==> src/rtl/uart_pkg.sv <==
// Shared types and constants for the UART transmit arbiter.
package uart_pkg;

  // Default number of cycles to wait for the transmitter to report busy.
  localparam int DEFAULT_BUSY_TIMEOUT = 8;

  // Arbiter FSM states.
  typedef enum logic [1:0] {
    IDLE      = 2'd0,
    ISSUE     = 2'd1,
    WAIT_BUSY = 2'd2,
    WAIT_DONE = 2'd3
  } arb_state_e;

  // Result of a round-robin pick between the two requesters.
  typedef struct packed {
    logic valid;  // at least one eligible requester
    logic idx;    // winning requester index
  } rr_pick_t;

endpackage

==> src/rtl/uart_tx_arbiter_if.sv <==
// Requester and transmitter handshake signals of the UART transmit arbiter.
// master: the requesters plus the transmitter; slave: the arbiter itself.
interface uart_tx_arbiter_if;
  logic       req0;
  logic       req1;
  logic [7:0] data0;
  logic [7:0] data1;
  logic       lock0;
  logic       lock1;
  logic       ack0;
  logic       ack1;
  logic [1:0] grant;
  logic       tx_wr;
  logic [7:0] tx_data;
  logic       tx_busy;
  logic       timeout;

  modport master (
    output req0, req1, data0, data1, lock0, lock1, tx_busy,
    input  ack0, ack1, grant, tx_wr, tx_data, timeout
  );

  modport slave (
    input  req0, req1, data0, data1, lock0, lock1, tx_busy,
    output ack0, ack1, grant, tx_wr, tx_data, timeout
  );
endinterface

==> src/rtl/uart_tx_arbiter.sv <==
// Two-requester round-robin arbiter in front of a byte-wide UART transmitter.
// A requester may lock ownership across a multi-byte message. tx_wr waits for
// the transmitter to be idle, and a missing busy response is reported as a
// timeout so the arbiter never stalls.
module uart_tx_arbiter
  import uart_pkg::*;
#(
  parameter int BUSY_TIMEOUT = DEFAULT_BUSY_TIMEOUT
) (
  input  logic              clk,
  input  logic              resetq,
  uart_tx_arbiter_if.slave  bus
);

  localparam int               CNT_W   = $clog2(BUSY_TIMEOUT + 1);
  localparam logic [CNT_W-1:0] CNT_MAX = CNT_W'(BUSY_TIMEOUT);

  // Round-robin pick: on a tie the requester not granted last wins.
  function automatic rr_pick_t rr_pick(input logic [1:0] elig, input logic last);
    rr_pick_t p;
    p.valid = |elig;
    if (elig == 2'b11) p.idx = ~last;
    else               p.idx = elig[1];
    return p;
  endfunction

  arb_state_e       state, state_n;
  logic [7:0]       tx_data_q;
  logic [1:0]       grant_q;
  logic [CNT_W-1:0] busy_cnt;
  logic             lock_held;
  logic             lock_owner;
  logic             last_idx;

  logic [1:0]       req_vec;
  logic [1:0]       lock_vec;
  logic [1:0]       own_mask;
  logic [1:0]       elig;
  logic             lock_live;
  logic             owner_idx;
  rr_pick_t         pick;

  logic             load;
  logic             tx_wr;
  logic             timeout;
  logic             done_exit;

  assign req_vec   = {bus.req1, bus.req0};
  assign lock_vec  = {bus.lock1, bus.lock0};
  assign owner_idx = grant_q[1];

  // A held lock only counts while its owner still drives lock, so a falling
  // lock releases ownership in the same IDLE cycle.
  assign lock_live = lock_held & lock_vec[lock_owner];
  assign own_mask  = lock_owner ? 2'b10 : 2'b01;
  assign elig      = lock_live ? (req_vec & own_mask) : req_vec;
  assign pick      = rr_pick(elig, last_idx);

  // State register.
  always_ff @(posedge clk or negedge resetq) begin
    // NOTE: sequential state uses non-blocking assignments so every register
    // samples pre-edge values regardless of block evaluation order.
    if (!resetq) state <= IDLE;
    else         state <= state_n;
  end

  // Next-state decode and strobes.
  always_comb begin
    // NOTE: every output of this block gets a default first; a path that left
    // one unassigned would infer a latch.
    state_n   = state;
    load      = 1'b0;
    tx_wr     = 1'b0;
    timeout   = 1'b0;
    done_exit = 1'b0;
    case (state)
      IDLE: begin
        if (pick.valid) begin
          load    = 1'b1;
          state_n = ISSUE;
        end
      end
      ISSUE: begin
        if (!bus.tx_busy) begin
          tx_wr   = 1'b1;
          state_n = WAIT_BUSY;
        end
      end
      WAIT_BUSY: begin
        if (bus.tx_busy) begin
          state_n = WAIT_DONE;
        end else if (busy_cnt == CNT_MAX) begin
          timeout = 1'b1;
          state_n = IDLE;
        end
      end
      WAIT_DONE: begin
        if (!bus.tx_busy) begin
          done_exit = 1'b1;
          state_n   = IDLE;
        end
      end
      default: state_n = IDLE;
    endcase
  end

  // Latch the winning byte and owner; drop ownership when the transfer ends.
  always_ff @(posedge clk or negedge resetq) begin
    if (!resetq) begin
      tx_data_q <= 8'h00;
      grant_q   <= 2'b00;
    end else if (load) begin
      tx_data_q <= pick.idx ? bus.data1 : bus.data0;
      grant_q   <= pick.idx ? 2'b10 : 2'b01;
    end else if (done_exit || timeout) begin
      grant_q   <= 2'b00;
    end
  end

  // Saturating wait-for-busy counter, held at zero outside WAIT_BUSY.
  always_ff @(posedge clk or negedge resetq) begin
    if (!resetq)                 busy_cnt <= '0;
    else if (state != WAIT_BUSY) busy_cnt <= '0;
    else if (busy_cnt != CNT_MAX) busy_cnt <= busy_cnt + CNT_W'(1);
  end

  // Lock ownership and round-robin history; a timed-out byte changes neither.
  always_ff @(posedge clk or negedge resetq) begin
    if (!resetq) begin
      lock_held  <= 1'b0;
      lock_owner <= 1'b0;
      last_idx   <= 1'b1;
    end else if (done_exit) begin
      lock_held  <= lock_vec[owner_idx];
      lock_owner <= owner_idx;
      last_idx   <= owner_idx;
    end else if (state == IDLE && lock_held && !lock_vec[lock_owner]) begin
      lock_held  <= 1'b0;
    end
  end

  assign bus.tx_wr   = tx_wr;
  assign bus.tx_data = tx_data_q;
  assign bus.grant   = grant_q;
  assign bus.ack0    = tx_wr & grant_q[0];
  assign bus.ack1    = tx_wr & grant_q[1];
  assign bus.timeout = timeout;

endmodule

==> src/flat_wrapper.sv <==
// flat-port wrapper written by rule: the top's interface ports become plain ports
module uart_tx_arbiter_flat import uart_pkg::*;
#(
  parameter int BUSY_TIMEOUT = DEFAULT_BUSY_TIMEOUT
)
  (clk, resetq, bus_req0, bus_req1, bus_data0, bus_data1, bus_lock0, bus_lock1, bus_tx_busy, bus_ack0, bus_ack1, bus_grant, bus_tx_wr, bus_tx_data, bus_timeout);
  uart_tx_arbiter_if bus_i ();
  input  logic clk;
  input  logic resetq;
  input wire logic [$bits(bus_i.req0)-1:0] bus_req0;
  input wire logic [$bits(bus_i.req1)-1:0] bus_req1;
  input wire logic [$bits(bus_i.data0)-1:0] bus_data0;
  input wire logic [$bits(bus_i.data1)-1:0] bus_data1;
  input wire logic [$bits(bus_i.lock0)-1:0] bus_lock0;
  input wire logic [$bits(bus_i.lock1)-1:0] bus_lock1;
  input wire logic [$bits(bus_i.tx_busy)-1:0] bus_tx_busy;
  output wire logic [$bits(bus_i.ack0)-1:0] bus_ack0;
  output wire logic [$bits(bus_i.ack1)-1:0] bus_ack1;
  output wire logic [$bits(bus_i.grant)-1:0] bus_grant;
  output wire logic [$bits(bus_i.tx_wr)-1:0] bus_tx_wr;
  output wire logic [$bits(bus_i.tx_data)-1:0] bus_tx_data;
  output wire logic [$bits(bus_i.timeout)-1:0] bus_timeout;
  assign bus_i.req0 = bus_req0;
  assign bus_i.req1 = bus_req1;
  assign bus_i.data0 = bus_data0;
  assign bus_i.data1 = bus_data1;
  assign bus_i.lock0 = bus_lock0;
  assign bus_i.lock1 = bus_lock1;
  assign bus_i.tx_busy = bus_tx_busy;
  assign bus_ack0 = bus_i.ack0;
  assign bus_ack1 = bus_i.ack1;
  assign bus_grant = bus_i.grant;
  assign bus_tx_wr = bus_i.tx_wr;
  assign bus_tx_data = bus_i.tx_data;
  assign bus_timeout = bus_i.timeout;
  uart_tx_arbiter #(.BUSY_TIMEOUT(BUSY_TIMEOUT)) u_core (.clk(clk), .resetq(resetq), .bus(bus_i));
endmodule
==> config.mk <==
export PLATFORM = sky130hd
export DESIGN_NAME = uart_tx_arbiter_flat
export DESIGN_NICKNAME = d
export VERILOG_FILES = /design/src/rtl/uart_pkg.sv /design/src/rtl/uart_tx_arbiter_if.sv /design/src/rtl/uart_tx_arbiter.sv /design/src/flat_wrapper.sv
export SDC_FILE = /design/constraint.sdc
export NUM_CORES = 1
export LEC_CHECK = 0
export ABC_AREA = 1
export ABC_CLOCK_PERIOD_IN_PS = 2800
export CAP_MARGIN = 20
export CORE_ASPECT_RATIO = 1.5
export CORE_UTILIZATION = 30
export DETAILED_ROUTE_END_ITERATION = 10
export HOLD_SLACK_MARGIN = 0.15
export PLACE_DENSITY = 0.61
export SYNTH_ARGS = -nofsm -noshare
export SYNTH_HDL_FRONTEND = slang
export SYNTH_SLANG_ARGS = --single-unit
==> constraint.sdc <==
create_clock -name clk -period 2.8 [get_ports clk]
set_input_delay 0.28 -clock clk [delete_from_list [all_inputs] [get_ports clk]]
set_output_delay 0.28 -clock clk [all_outputs]
set_load 0.01 [all_outputs]
# After elaboration in Yosys (flattened, before gate mapping)
# Cells that the tools add are included.
[word_totals]
register_bits = 19
latchBits = 0
mem_bits_rw = 0
rom_bits = 0
inputBits = 23
out_inout_bits = 14
word_cells = 65
memories = 0
[op_classes]
n_addsub = 1
mul = 0
n_div = 0
magnitude_cmp = 2
eq_ne = 11
n_shift = 0
muxes = 29
bitwise = 5
reduce_logical = 10
[op_table]
columns = ["operator", "count"]
rows = [
  ["2-bit 2-to-1 mux", 10],
  ["1-bit 2-to-1 mux", 15],
  ["4-bit 2-to-1 mux", 2],
  ["8-bit 2-to-1 mux", 1],
  ["2-bit one-hot mux with 4 select lines", 1],
  ["2-bit == test (second input constant)", 3],
  ["2-bit != test (second input constant)", 3],
  ["2-bit nonzero test", 3],
  ["4-bit by 1-bit adder with 4-bit output (second input constant)", 1],
  ["4-bit == test (second input constant)", 1],
  ["1-bit by 2-bit less-than comparator with 1-bit output (second input constant)", 2],
  ["4-bit != test (second input constant)", 1],
  ["4-bit AND reduction", 1],
  ["1-bit bitwise AND", 3],
  ["3-bit by 2-bit != test with 1-bit output (second input constant)", 1],
  ["2-bit bitwise AND", 1],
  ["2-bit by 1-bit == test with 1-bit output (second input constant)", 1],
  ["1-bit logical AND", 2],
  ["2-bit zero test", 1],
  ["2-bit by 1-bit != test with 1-bit output (second input constant)", 1],
  ["2-bit OR reduction", 1],
  ["1-bit zero test", 1],
  ["1-bit logical OR", 1],
  ["1-bit inverter", 1],
]

# Longest topological paths before layout
# Gate-level depths: netlist (run 1).
[logic_depth]
word_depth = 8
depth_mapped = 9
depth_no_buf = 9

# Worst setup path before layout (run 1)
# Ideal clock, no wire load.
[synth_timing]
path_kind = "register to output"
from = "register u_core.busy_cnt[0]"
to = "output bus_timeout"
t_arrival_ps = 992
setup_slack_ps = 1528
path_stages_with_launch = 7
cell_sequence = "dfrtp_1 -> inv_1 -> ha_1 -> nand3_1 -> nor2_2 -> nand2_1 -> inv_1"
[synth_between]
elab_chain_cells = 4
[synth_rtl]
columns = ["item", "line_no", "rtl"]
rows = [
  ["start, declared", "uart_tx_arbiter.sv:30", "logic [CNT_W-1:0] busy_cnt;"],
  ["start signal, assigned", "uart_tx_arbiter.sv:124", "else if (busy_cnt != CNT_MAX) busy_cnt <= busy_cnt + CNT_W'(1);"],
  ["4-bit == test", "uart_tx_arbiter.sv:92", "end else if (busy_cnt == CNT_MAX) begin"],
  ["1-bit 2-to-1 mux", "uart_tx_arbiter.sv:92", ""],
  ["1-bit 2-to-1 mux", "uart_tx_arbiter.sv:90", "if (bus.tx_busy) begin"],
  ["1-bit 2-to-1 mux", "uart_tx_arbiter.sv:76", "case (state)"],
  ["end, declared", "flat_wrapper.sv:22", "output wire logic [$bits(bus_i.timeout)-1:0] bus_timeout;"],
]
# Every way passes these cells.

# Worst setup path in the final report (run 1)
# Same ends and word-level chain as after synthesis.

==> flow_metrics.env, run 1 <==
export IMPL_vias_per_cell=4.62
export IMPL_ys_ff_latch=19
export IMPL_seq_area_frac_synth_pct=46.6
export IMPL_grt_pass1_wl_mm=3.82
export IMPL_routed_wirelength_mm=2.32
export IMPL_fp_dieArea_mm2=0.00365
export IMPL_required_ps=2520
export IMPL_worst_slack_ps=639
export IMPL_ant_nets=0
export IMPL_vias=993
export IMPL_syn_area_mm2=0.00102
export IMPL_syn_inst=136
export IMPL_layout_cells_non_filler=215
export IMPL_core_area_mm2=0.00319
export IMPL_pwr_share_seq_pct=39.0
export IMPL_clk_latency_ps=250
export IMPL_power_mw=1.24
export IMPL_cts_hold_buf=0
export IMPL_netSwitchingFraction_pct=38.8
export IMPL_p_leak_nw=0.729
export IMPL_slew_violations=0
export IMPL_grt_max_degree=20
export IMPL_dr_pass1_iters=4
export IMPL_p_int_uw=761
export IMPL_synth_warnings=0
export IMPL_ioPinCount=37
export IMPL_max_freq_ghz=0.463
export IMPL_setup_tns_ps=0
export IMPL_drt_initial_drc_count=12
export IMPL_io_buffers=36
export IMPL_fin_skew_ps=2.53
export IMPL_cp_end_kind="output pin"
export IMPL_numClockSinks=19
export IMPL_setup_worst_path_class="reg2out"
export IMPL_drc=0
export IMPL_syn_to_final_growth_pct=43.5
export IMPL_start_kind="register"
export IMPL_period_share_pct=77.2
export IMPL_wl_per_cell_um=10.8
export IMPL_postPlaceCellArea_mm2=0.00142
export IMPL_p_clk_share_pct=14.7
export IMPL_die_y_um=73.5
export IMPL_avgSynthCellArea_um2=7.52
export IMPL_pwr_share_comb_pct=46.3
export IMPL_fin_nets=201
export IMPL_grt_ovfl_total=0
export IMPL_setup_viol=0
export IMPL_cts_tree="done"
export IMPL_antenna_cells=0
export IMPL_root_buffer="clkbuf_8"
export IMPL_peakVddDrop_v=0.000389
export IMPL_power_density_mw_per_mm2=848
export IMPL_crit_arrival_ps=1880
export IMPL_gp_congestion=0.839
export IMPL_ctsResizeCount=0
export IMPL_drive_above_1_share_pct=9.71
export IMPL_antenna_found_initial=0
export IMPL_initial_core_util_pct=32.0
export IMPL_relSlewSlack_pct=43.7
export IMPL_utilization_pct=46.0
export IMPL_worst_hold_slack_ps=479
export IMPL_synthesis_nets=161
export IMPL_htreeDepth=1
export IMPL_grt_use_total_pct=13.5
export IMPL_grt_setup_unrepaired="false"
export IMPL_cts_made_buffers=3
export IMPL_hold_path_class="reg2reg"
export IMPL_num_rows=25
export IMPL_clk_path_buf_depth=2
export IMPL_ys_types=20
export IMPL_tightest_slew_ps=841
export IMPL_cts_setup_buffers=0
export IMPL_maxCapViolCount=0
export IMPL_grt_pass1_vias=935
export IMPL_hold_viol=0
export IMPL_status="completed"
export IMPL_die_w_um=49.7
export IMPL_clk_pin_slew_ps=70
export IMPL_pre_cts_ws_ps=827
export IMPL_dp_cells=211
export IMPL_worst_path_max_fanout=5
export IMPL_min_period_ps=2160
export IMPL_p_switching_uw=482
export IMPL_hpwl_mm=1.84
export IMPL_fin_area_mm2=0.00147
==> sequential cells by signal, summed over array words and instances, names as in the netlist <==
name,count
u_core.lock_owner,1
u_core.busy_cnt,4
u_core.lock_held,1
u_core.bus.grant,2
u_core.last_idx,1
u_core.bus.tx_data,8
u_core.state,2
==> critical path, stage by stage (launching register included) <==
cell             delay (ps)
dfrtp_1                 420
inv_1                    80
ha_1                    140
nand3_1                 120
nor2_2                  170
nand2_1                 120
inv_1                    70
clkdlybuf4s50_1         520
==> per-layer routing <==
layer,part of all wire [%],vias up,track usage [%],routed length (um)
met3,7.2,2,3.52,168
met2,49,38,25.8,1140
met5,0,-,0,0
met1,43,448,14.1,1000
li1,-,505,-,-
met4,0.26,0,3.81,6
==> Yosys cell counts <==
master / instances / area share (%)
dfstp_2: 1 / 2.6
nor2_2: 2 / 1.2
dfrtp_1: 18 / 44
nor2_1: 6 / 2.2
nand2_2: 3 / 1.8
nand3_2: 2 / 2.0
xnor2_1: 1 / 0.86
inv_2: 4 / 1.5
a31oi_1: 1 / 0.61
o21ai_0: 3 / 1.5
nand3_1: 16 / 7.8
nand2_4: 1 / 1.1
xor2_1: 1 / 0.86
nand2_1: 60 / 22
buf_6: 1 / 1.1
a21oi_1: 1 / 0.49
nor3_2: 1 / 0.98
inv_1: 10 / 3.7
nand4_1: 2 / 1.2
ha_1: 2 / 2.4
==> area by class of cell <==
class,count,area [um2]
inverters,14,52.6
flip-flops and latches,19,477
clock buffers,4,45.0
repair buffers,36,360
multi-input cells,102,482
well taps,40,50.0
fillers,353,1720
==> cells by family (layout without fill, tap and decap cells) <==
family	Yosys count	after routing	share of synthesized area, %
xor+xnor	2	2	1.71
compound gates	5	5	2.57
fa+ha+maj	2	2	2.45
simple gates	93	93	40.4
buf+inv	15	54	6.24
flops	19	19	46.6
==> cell usage in the layout, fill, tap and decap left out, drive strengths merged <==
| cell | n |
|---|---|
| clkdlybuf4s50 | 36 |
| clkbuf | 4 |
| xnor2 | 1 |
| ha | 2 |
| a31oi | 1 |
| dfrtp | 18 |
| nand4 | 2 |
| nor3 | 1 |
| nor2 | 8 |
| xor2 | 1 |
| nand2 | 64 |
| o21ai | 3 |
| a21oi | 1 |
| dfstp | 1 |
| inv | 14 |
| nand3 | 18 |
==> power groups by stage <==
| stage | registers [mW] | clock network [mW] | logic, mW |
|---|---|---|---|
| floorplan | 0.501 | 0 | 0.311 |
| global placement | 0.481 | 0 | 0.578 |
| detailed placement | 0.485 | 0 | 0.586 |
| finish | 0.485 | 0.183 | 0.576 |
| global route | 0.499 | 0.202 | 0.651 |
| CTS | 0.485 | 0.192 | 0.590 |
==> final timing paths <==
path | start | endpoint | slack [ps] | depth (start not counted)
setup reg to reg | u_core.busy_cnt[0] | u_core.bus.grant[0] | 1480 | 7
hold reg to reg | u_core.last_idx | u_core.last_idx | 480 | 2
min in group asynchronous | resetq | u_core.lock_held | 510 | 1
max in group asynchronous | resetq | u_core.busy_cnt[3] | 1770 | 1
setup / recovery | u_core.busy_cnt[0] | bus_timeout | 640 | 7
hold / removal | u_core.last_idx | u_core.last_idx | 480 | 2
No activity file was read; power rests on OpenSTA's default activity.
==> run 2: changes to the inputs <==
Settings changed: ABC_CLOCK_PERIOD_IN_PS 2800 to 2130.
Clock period 2.8 ns to 2.13 ns, I/O delays scaled along.
==> flow_metrics.env, run 2 (same netlist as run 1, synthesis figures left out) <==
export IMPL_tightest_slew_ps=241
export IMPL_mostFrequentLayoutCells="nand2_1 (60), clkdlybuf4s50_1 (36), dfrtp_1 (18)"
export IMPL_dr_pass1_iters=4
export IMPL_clk_latency_ps=250
export IMPL_ant_nets=0
export IMPL_setup_worst_path_class="reg2out"
export IMPL_antenna_cells=0
export IMPL_antenna_found_initial=0
export IMPL_grt_setup_unrepaired="false"
export IMPL_worst_slack_ps=121
export IMPL_vias_per_cell=4.60
export IMPL_clk_pin_slew_ps=70
export IMPL_drt_initial_drc_count=12
export IMPL_utilization_pct=47.2
export IMPL_p_int_mw=1.02
export IMPL_fin_nets=205
export IMPL_htreeDepth=1
export IMPL_cts_tree="done"
export IMPL_status="completed"
export IMPL_num_rows=25
export IMPL_p_switching_uw=648
export IMPL_pre_cts_ws_ps=285
export IMPL_start_kind="register"
export IMPL_crit_arrival_ps=1800
export IMPL_io_buffers=36
export IMPL_cts_made_buffers=3
export IMPL_hold_viol=0
export IMPL_peakVddDrop_v=0.000476
export IMPL_drc=0
export IMPL_core_area_mm2=0.00319
export IMPL_fin_skew_ps=5.06
export IMPL_setup_tns_ps=0
export IMPL_grt_max_degree=20
export IMPL_grt_ovfl_total=0
export IMPL_vias=1008
export IMPL_min_period_ps=2010
export IMPL_netSwitchingFraction_pct=38.9
export IMPL_grt_pass1_wl_mm=4.06
export IMPL_p_clk_share_pct=14.3
export IMPL_slew_violations=0
export IMPL_grt_use_total_pct=14.2
export IMPL_initial_core_util_pct=32.0
export IMPL_gp_congestion=0.844
export IMPL_r2r_slack_ps=810
export IMPL_pwr_share_comb_pct=48.1
export IMPL_root_buffer="clkbuf_8"
export IMPL_power_mw=1.67
export IMPL_largest_register_ffs=8
export IMPL_power_density_mw_per_mm2=1110
export IMPL_die_w_um=49.7
export IMPL_grt_pass1_vias=984
export IMPL_cp_end_kind="output pin"
export IMPL_hold_path_class="in2async"
export IMPL_max_freq_ghz=0.498
export IMPL_wl_per_cell_um=11.0
export IMPL_p_leak_nw=0.750
export IMPL_required_ps=1920
export IMPL_period_share_pct=94.3
export IMPL_syn_to_final_growth_pct=47.4
export IMPL_ioPinCount=37
export IMPL_fp_dieArea_mm2=0.00365
export IMPL_numClockSinks=19
export IMPL_die_y_um=73.5
export IMPL_layout_commonest_cell="nand2_1"
export IMPL_routed_wirelength_mm=2.42
export IMPL_cts_hold_buf=0
export IMPL_maxCapViolCount=0
export IMPL_hpwl_mm=1.89
export IMPL_drive_above_1_share_pct=12.3
export IMPL_relSlewSlack_pct=83.9
export IMPL_setup_viol=0
export IMPL_clk_path_buf_depth=2
export IMPL_pwr_share_seq_pct=37.5
export IMPL_worst_path_max_fanout=3
## run 2: changes by cell type in the layout (fill, tap and decap cells not counted)
| cell | previous run | this run |
|---|---|---|
| buf_4 | 0 | 4 |
| nand3_2 | 2 | 3 |
| nand3_1 | 16 | 15 |
| nor2_2 | 2 | 1 |
| nor2_4 | 0 | 1 |
## run 2: metrics by stage
stage / area [um2] / hold WS [ps] / cells
detailed placement: 1430 / 464 / 212
global placement: 1430 / 462 / 212
CTS: 1470 / 318 / 216
floorplan: 1020 / -82.6 / 136
global route: 1510 / 324 / 219
finish: 1510 / 307 / 219
## run 2: power groups by stage
stage | Combinational [mW] | Sequential, mW | Clock [mW]
2_1_floorplan | 0.409 | 0.659 | 0
3_3_place_gp | 0.763 | 0.631 | 0
3_5_place_dp | 0.780 | 0.637 | 0
4_1_cts | 0.786 | 0.635 | 0.247
5_1_grt | 0.908 | 0.648 | 0.265
6_report | 0.803 | 0.626 | 0.239
## run 2: repair_timing
action	4_1_cts	5_1_grt
gates resized for setup	0	2
buffers inserted	0	3
endpoints found under the setup margin	0	1
## run 2: final timing paths
check	depth (start not counted)	start	to
min reg2reg	2	u_core.last_idx	u_core.last_idx
min in group clk	2	u_core.last_idx	u_core.last_idx
max	7	u_core.busy_cnt[0]	bus_timeout
max in group asynchronous	2	resetq	u_core.last_idx
min	2	resetq	u_core.bus.tx_data[2]
max reg2reg	5	u_core.state[1]	u_core.bus.grant[0]
## run 2: final cells by class
cell class / instances / area (um2)
Fill cell: 353 / 1680
Sequential cell: 19 / 477
Timing Repair Buffer: 40 / 390
Tap cell: 40 / 50.0
Clock buffer: 4 / 45.0
Multi-Input combinational cell: 102 / 492
Inverter: 14 / 52.6
## run 2: layer usage
layer  up-vias  global-route usage [%]  wire length, um
met3         2                    4.14              187
met4         0                    3.17                7
met1       457                    16.0              996
li1        513                       -                -
met5         -                       0                0
met2        36                    26.0             1230
## run 2: worst max-delay path, stage by stage (launching register included)
cell and delay, ps:
dfrtp_1 380, inv_1 70, ha_1 160, nand3_2 120, nor2_4 140, nand2_1 100, inv_1 60, clkdlybuf4s50_1 520
==> run 3: changes to the inputs <==
Settings changed: CORE_ASPECT_RATIO 1.5 to unset, REMOVE_ABC_BUFFERS set to 1.
==> flow_metrics.env, run 3 (same netlist as run 1, synthesis figures left out) <==
export IMPL_cp_end_kind="output pin"
export IMPL_wl_per_cell_um=11.1
export IMPL_period_share_pct=90.8
export IMPL_clk_path_buf_depth=2
export IMPL_slew_violations=0
export IMPL_startpoint="u_core.state[1]"
export IMPL_worst_slack_ps=196
export IMPL_antenna_found_initial=0
export IMPL_numClockSinks=19
export IMPL_r2r_start="u_core.state[1]"
export IMPL_initial_core_util_pct=32.4
export IMPL_layout_commonest_cell="nand2_1"
export IMPL_num_rows=20
export IMPL_mostFrequentLayoutCells="nand2_1 (60), clkdlybuf4s50_1 (35), dfrtp_1 (18)"
export IMPL_grt_pass1_wl_mm=4.13
export IMPL_grt_max_degree=20
export IMPL_gp_congestion=0.756
export IMPL_met2_usage_pct=25.4
export IMPL_clk_pin_slew_ps=120
export IMPL_syn_to_final_growth_pct=44.7
export IMPL_core_area_mm2=0.00315
export IMPL_max_freq_ghz=0.517
export IMPL_maxCapViolCount=0
export IMPL_fp_dieArea_mm2=0.00365
export IMPL_largest_register_ffs=8
export IMPL_min_period_ps=1930
export IMPL_ioPinCount=37
export IMPL_p_leak_nw=0.758
export IMPL_required_ps=1920
export IMPL_vias=976
export IMPL_setup_tns_ps=0
export IMPL_power_density_mw_per_mm2=1080
export IMPL_clk_latency_ps=310
export IMPL_pre_cts_ws_ps=296
export IMPL_die_y_um=60.4
export IMPL_grt_use_total_pct=15.8
export IMPL_setup_viol=0
export IMPL_drc=0
export IMPL_htreeDepth=1
export IMPL_relSlewSlack_pct=82.7
export IMPL_grt_use_met3_pct=5.54
export IMPL_cp_top_family="buffers and inverters"
export IMPL_drt_initial_drc_count=31
export IMPL_crit_slowest_cell="clkdlybuf4s50_1"
export IMPL_worst_path_max_fanout=5
export IMPL_hold_path_class="in2async"
export IMPL_cts_tree="done"
export IMPL_vias_per_cell=4.40
export IMPL_routed_wirelength_mm=2.47
export IMPL_tightest_slew_ps=260
export IMPL_antenna_cells=0
export IMPL_crit_buf_inv=2
export IMPL_fin_nets=204
export IMPL_grt_busiest_layer="met2"
export IMPL_slowest_delay_ps=540
export IMPL_cts_made_buffers=3
export IMPL_die_w_um=60.4
export IMPL_fin_skew_ps=15.3
export IMPL_grt_pass1_vias=998
export IMPL_grt_setup_unrepaired="false"
export IMPL_peakVddDrop_v=0.000537
export IMPL_status="completed"
export IMPL_dr_pass1_iters=4
export IMPL_crit_arrival_ps=1720
export IMPL_hpwl_mm=1.89
export IMPL_start_kind="register"
export IMPL_path_cells="nor3_2 > inv_1 > nor2_1 > clkdlybuf4s50_1"
export IMPL_drive_above_1_share_pct=11.8
export IMPL_utilization_pct=46.9
export IMPL_root_buffer="clkbuf_4"
export IMPL_ant_nets=0
export IMPL_grt_ovfl_total=0
export IMPL_grtUsageMet1_pct=17.7
export IMPL_setup_worst_path_class="reg2out"
export IMPL_io_buffers=36
export IMPL_hold_viol=0
[run 3: area by class of cell]
type	instances	area, um2
Tap cell	44	55.1
Clock inverter	1	5.00
Inverter	14	52.6
Multi-Input combinational cell	102	482
Clock buffer	3	22.5
Timing Repair Buffer	39	385
Fill cell	342	1670
Sequential cell	19	477
[run 3: what timing repair did]
action | 4_1_cts | 5_1_grt
resized for setup | 0 | 1
setup buffers | 2 | 0
hold buffers | 0 | 0
pin swaps | 1 | 0
setup endpoints to repair | 1 | 1
[run 3: final timing paths]
kind / to / slack [ps] / cells after the start
max reg2reg: u_core.bus.tx_data[4] / 800 / 5
min in group clk: u_core.bus.tx_data[2] / 490 / 2
min reg2reg: u_core.bus.tx_data[2] / 490 / 2
max: bus_ack0 / 200 / 4
min: u_core.bus.tx_data[1] / 210 / 2
max in group asynchronous: u_core.last_idx / 1660 / 2
[run 3: metal layers]
metal | share of wire [%] | vias to the layer above
met1 | 45 | 421
met5 | 0 | -
met2 | 45 | 37
li1 | - | 511
met3 | 7.7 | 7
met4 | 2.6 | 0
[run 3: where the power goes]
part           switching (mW)  internal (mW)
Sequential              0.116          0.512
Clock                   0.121         0.0702
Combinational           0.418          0.365
[run 3: stage by stage]
stage	instances	cell area, um2	hold slack (ps)	power (mW)
floorplan	135	1010	-82.6	1.05
global placement	216	1430	463	1.39
detailed placement	216	1430	465	1.41
CTS	222	1480	212	1.62
global route	222	1480	217	1.76
finish	222	1480	209	1.60
